$ cat src/rtl/imm_ext_pipe.sv
// Registered immediate extender (sign/zero/upper/branch) behind a 2-entry skid buffer.
// Optional output-handshake counter on xfer_cnt, enabled by defining IMM_EXT_STATS_EN.
module imm_ext_pipe #(
    parameter int unsigned IN_W  = 16,
    parameter int unsigned OUT_W = 32
) (
    input  logic             clk,
    input  logic             rst_n,
    input  logic             in_valid,
    output logic             in_ready,
    input  logic [IN_W-1:0]  in_imm,
    input  logic [1:0]       in_mode,
    output logic             out_valid,
    input  logic             out_ready,
    output logic [OUT_W-1:0] out_data,
    output logic [15:0]      xfer_cnt
);

    localparam int unsigned ExtW = OUT_W - IN_W;

    if (IN_W < 2 || OUT_W < IN_W + 2) begin : g_param_check
        $error("imm_ext_pipe: need IN_W >= 2 and OUT_W >= IN_W + 2");
    end

    typedef enum logic [1:0] {
        StEmpty = 2'd0,
        StOne   = 2'd1,
        StFull  = 2'd2
    } state_e;

    state_e           r_state;
    state_e           w_state_nxt;
    logic [OUT_W-1:0] r_head;
    logic [OUT_W-1:0] r_tail;
    logic [OUT_W-1:0] w_sign;
    logic [OUT_W-1:0] w_ext;
    logic             w_acc;
    logic             w_del;

    assign w_sign = {{ExtW{in_imm[IN_W-1]}}, in_imm};

    always_comb begin
        w_ext = w_sign;
        unique case (in_mode)
            2'b00: w_ext = w_sign;
            2'b01: w_ext = {{ExtW{1'b0}}, in_imm};
            2'b10: w_ext = {in_imm, {ExtW{1'b0}}};
            2'b11: w_ext = {w_sign[OUT_W-3:0], 2'b00};
            default: w_ext = w_sign;
        endcase
    end

    // State register
    always_ff @(posedge clk or negedge rst_n) begin
        if (!rst_n) begin
            r_state <= StEmpty;
        end else begin
            r_state <= w_state_nxt;
        end
    end

    // Next-state logic
    always_comb begin
        w_state_nxt = r_state;
        unique case (r_state)
            StEmpty: if (w_acc) w_state_nxt = StOne;
            StOne: begin
                if (w_acc && !w_del) begin
                    w_state_nxt = StFull;
                end else if (w_del && !w_acc) begin
                    w_state_nxt = StEmpty;
                end
            end
            StFull:  if (w_del) w_state_nxt = StOne;
            default: w_state_nxt = StEmpty;
        endcase
    end

    // Outputs depend on registered state only, so out_ready never reaches in_ready
    always_comb begin
        in_ready  = (r_state != StFull);
        out_valid = (r_state != StEmpty);
        out_data  = r_head;
    end

    assign w_acc = in_valid && in_ready;
    assign w_del = out_valid && out_ready;

    // r_head is always the oldest entry; r_tail only holds the second one when full
    always_ff @(posedge clk or negedge rst_n) begin
        if (!rst_n) begin
            r_head <= '0;
            r_tail <= '0;
        end else begin
            unique case (r_state)
                StEmpty: if (w_acc) r_head <= w_ext;
                StOne: begin
                    if (w_acc && w_del) begin
                        r_head <= w_ext;
                    end else if (w_acc) begin
                        r_tail <= w_ext;
                    end
                end
                StFull:  if (w_del) r_head <= r_tail;
                default: ;
            endcase
        end
    end

`ifdef IMM_EXT_STATS_EN
    logic [15:0] r_xfer_cnt;

    always_ff @(posedge clk or negedge rst_n) begin
        if (!rst_n) begin
            r_xfer_cnt <= 16'h0000;
        end else if (w_del && (r_xfer_cnt != 16'hFFFF)) begin
            r_xfer_cnt <= r_xfer_cnt + 16'd1;
        end
    end

    assign xfer_cnt = r_xfer_cnt;
`else
    assign xfer_cnt = 16'h0000;
`endif

endmodule

$ cat config.mk
export PLATFORM = sky130hd
export DESIGN_NAME = imm_ext_pipe
export DESIGN_NICKNAME = d
export VERILOG_FILES = /design/src/rtl/imm_ext_pipe.sv
export SDC_FILE = /design/constraint.sdc
export NUM_CORES = 1
export LEC_CHECK = 0
export CAP_MARGIN = 20
export CELL_PAD_IN_SITES_DETAIL_PLACEMENT = 2
export CELL_PAD_IN_SITES_GLOBAL_PLACEMENT = 2
export CORE_MARGIN = 2
export CORE_UTILIZATION = 35
export CTS_CLUSTER_DIAMETER = 150
export DETAILED_ROUTE_END_ITERATION = 8
export GPL_ROUTABILITY_DRIVEN = 0
export HOLD_SLACK_MARGIN = 0.02
export PLACE_DENSITY = 0.89
export RECOVER_POWER = 100
export SYNTH_ARGS = -nofsm -noshare
export SYNTH_HDL_FRONTEND = slang
export SYNTH_SLANG_ARGS = --single-unit
$ cat constraint.sdc
create_clock -name clk -period 3.35 [get_ports clk]
set_input_delay 0.67 -clock clk [delete_from_list [all_inputs] [get_ports clk]]
set_output_delay 0.67 -clock clk [all_outputs]
set_load 0.01 [all_outputs]
==> flow_summary.toml <==
[clock_network]
postCtsSetupBuffers = 0
htree_levels = 3
ctsResizeCount = 0
cts_tree = "built"
hold_buffers = 0
clk_latency_ns = 0.36
cts_buffers = 9
clk_path_buf_depth = 2
cts_num_sinks = 66
cts-root-buf = "clkbuf_8"
clk_pin_slew_ns = 0.07

[power_and_ir_drop]
power.density_nw_per_um2 = 660
p_leak_nw = 1.75
vdd_ir_drop_max_mv = 0.245

[floorplanning]
core_um2 = 10200
die_area_um2 = 11300
boundaryPins = 72
die_x_um = 106
die_y_um = 106
initial_core_util_pct = 35.7
rows = 37

[routing]
wire_per_inst_um = 22.8
viasPerCell = 5.68
vias = 3148
antenna_left = 0
drc = 0
routed_wl_um = 12600
dr.first_iter.drc_count = 158
dr.pass1.iters = 4

[synth]
synth.avg_cell_area_um2 = 9.71
yosysUniqueCellTypes = 37
ys_warn_count = 0
ys_seq_elements = 66
yosysTopAreaCell = "dfrtp_1"
synth_top_area_share_pct = 45.3
synthTopCellsByArea = "dfrtp_1 (45%), nor2_1 (6.1%), o211ai_1 (6.0%), buf_4 (4.5%), o31ai_1 (4.3%)"
synth.cell_area_um2 = 3650
netlist_instances = 376
synth_seq_area_share_pct = 45.3

[sta]
finalCriticalPeriod_ns = 2.68
drv_slew = 63
finalCritPeriodShare_pct = 79.9
hold_ws_ns = 0.517
relSlewSlack_pct = -20.5
layout_setup_ws_ns = 0.672
setup_viol_count_final = 0
max_freq_mhz = 373
tns_ns = 0
rsz0062_at_grt = "no"
skew_ns = 0.0103
worstMarginPinSlew_ns = 1.81
hold_violations = 0

[finish]
filler_cell_count = 1130
register_area_um2 = 1650
final_area_um2 = 4290
multi_input_area_um2 = 1640
drive_gt1_share_pct = 9.57
area_growth_syn_to_layout_pct = 17.6
antenna_cells = 0
fin_nets = 436
utilization_pct = 42.0

[min_path]
holdCritPathClass = "reg2reg"
min_from = "out_data[0]$_DFFE_PN0P_"

[setup_path]
cp_data_required_time_ns = 3.59
r2r_start = "r_state[0]$_DFFE_PN0P_"
worst_setup_path_start_kind = "flip-flop"
crit_arrival_ns = 2.92
cp-end-kind = "flip-flop"
startpoint = "r_state[0]$_DFFE_PN0P_"
worstSetupPathType = "reg2reg"
worstPathMaxFanout = 29

[place]
dp_slack_ns = 0.739
place_hpwl_um = 7940
dpl_cell_area_um2 = 4180
portBuffers = 55

[global_routing]
grt_pass1_wl_um = 20000
grt_overflow = 0
antenna_found_initial = 0
grt_usage_pct = 23.1
grt_pass1_vias = 3456
grt_max_degree = 39

[run]
cap_violations = 2

[status]
violations = "capacitance limit, slew limit"
status = "finished with violations"
critical path, cell delays in order, from the launching register on:
cell	delay [ns]
dfrtp_1	0.48
and2b_1	0.28
clkbuf_1	1.24
a211oi_1	0.19
o31ai_1	0.37
cells in the mapped netlist (all sizes together):
library cell and n:
o31ai 28, mux2 2, conb 1, buf 47, clkinv 1, a211oi 14, o22ai 1, o21a 1
o21ai 2, inv 4, dfrtp 66, a2bb2oi 1, and2 1, mux2i 6, and3b 1, nor2b 14
nand2 15, a221oi 15, and4bb 1, and2b 4, nand2b 4, nor2 59, o211ai 29, nand3 1
a21oi 31, xnor2 1, clkbuf 8, nand3b 1, nor4b 1, or2 1, a31oi 15
area by class of cell:
type | instances | area share [%]
inverter | 5 | 0.437
tap | 136 | 3.96
clock inverter | 3 | 0.350
multi-input combinational | 265 | 38.2
timing repair buffer | 67 | 14.9
clock buffer | 12 | 3.61
sequential | 66 | 38.5
report_power, final:
| group | internal, mW | total [mW] | switching, mW |
|---|---|---|---|
| clock | 0.301 | 0.618 | 0.317 |
| sequential | 1.08 | 1.27 | 0.187 |
| combinational | 0.426 | 0.946 | 0.520 |
| total | 1.81 | 2.83 | 1.02 |
flip-flops by register name, summed over array words and instances, names as in the netlist:
| signal | flops |
|---|---|
| r_tail | 32 |
| out_data | 32 |
| r_state | 2 |
kinds of logic after synthesis:
family,count (synthesis),synth area share (%)
AO/OA/AOI/OAI,137,28.4
XOR/XNOR,1,0.446
buffers and inverters,60,10.3
flip-flops,66,45.3
multiplexers,8,2.26
other,1,0.103
AND/OR/NAND/NOR,103,13.2
per-layer routing:
layer | vias up | track usage (%) | routed length, µm
met5 | - | 0 | 0
met4 | 0 | 7.24 | 195
met3 | 15 | 4.54 | 676
met2 | 101 | 40.2 | 6670
met1 | 1616 | 28.8 | 5110
li1 | 1416 | - | -
cells in the final DEF, fill, tap and decap left out, types with 2 or more instances in the layout:
cell type	n
clkinv_2	3
clkbuf_8	11
o31ai_2	2
dfrtp_1	66
nor2b_1	12
a221oi_2	5
nand2b_1	4
clkdlybuf4s50_1	20
mux2i_1	6
o31ai_1	26
o21ai_0	2
o211ai_1	29
conb_1	16
clkbuf_1	3
a221oi_1	10
a211oi_1	12
a211oi_2	2
mux2_2	2
a31oi_1	15
nor2_1	59
nand2_1	15
buf_4	9
and2b_1	4
a21oi_1	31
dlygate4sd3_1	34
inv_1	4
through the flow:
stage	power [mW]	instances
4_1_cts	2.93	554
5_1_grt	3.01	554
2_1_floorplan	1.81	391
6_report	2.83	554
3_3_place_gp	2.19	539
3_5_place_dp	2.28	539
path summary, 6_finish.rpt:
kind / endpoint / slack (ns) / cells after the start
setup / recovery: out_data[3]$_DFFE_PN0P_ / 0.67 / 4
hold / removal: out_data[0]$_DFFE_PN0P_ / 0.52 / 1
setup reg to reg: out_data[3]$_DFFE_PN0P_ / 0.67 / 4
hold reg to reg: out_data[0]$_DFFE_PN0P_ / 0.52 / 1
max in group asynchronous: r_tail[23]$_DFFE_PN0P_ / 0.82 / 2
min in group asynchronous: out_data[2]$_DFFE_PN0P_ / 0.79 / 1
Power figures use the tool's default switching activity.
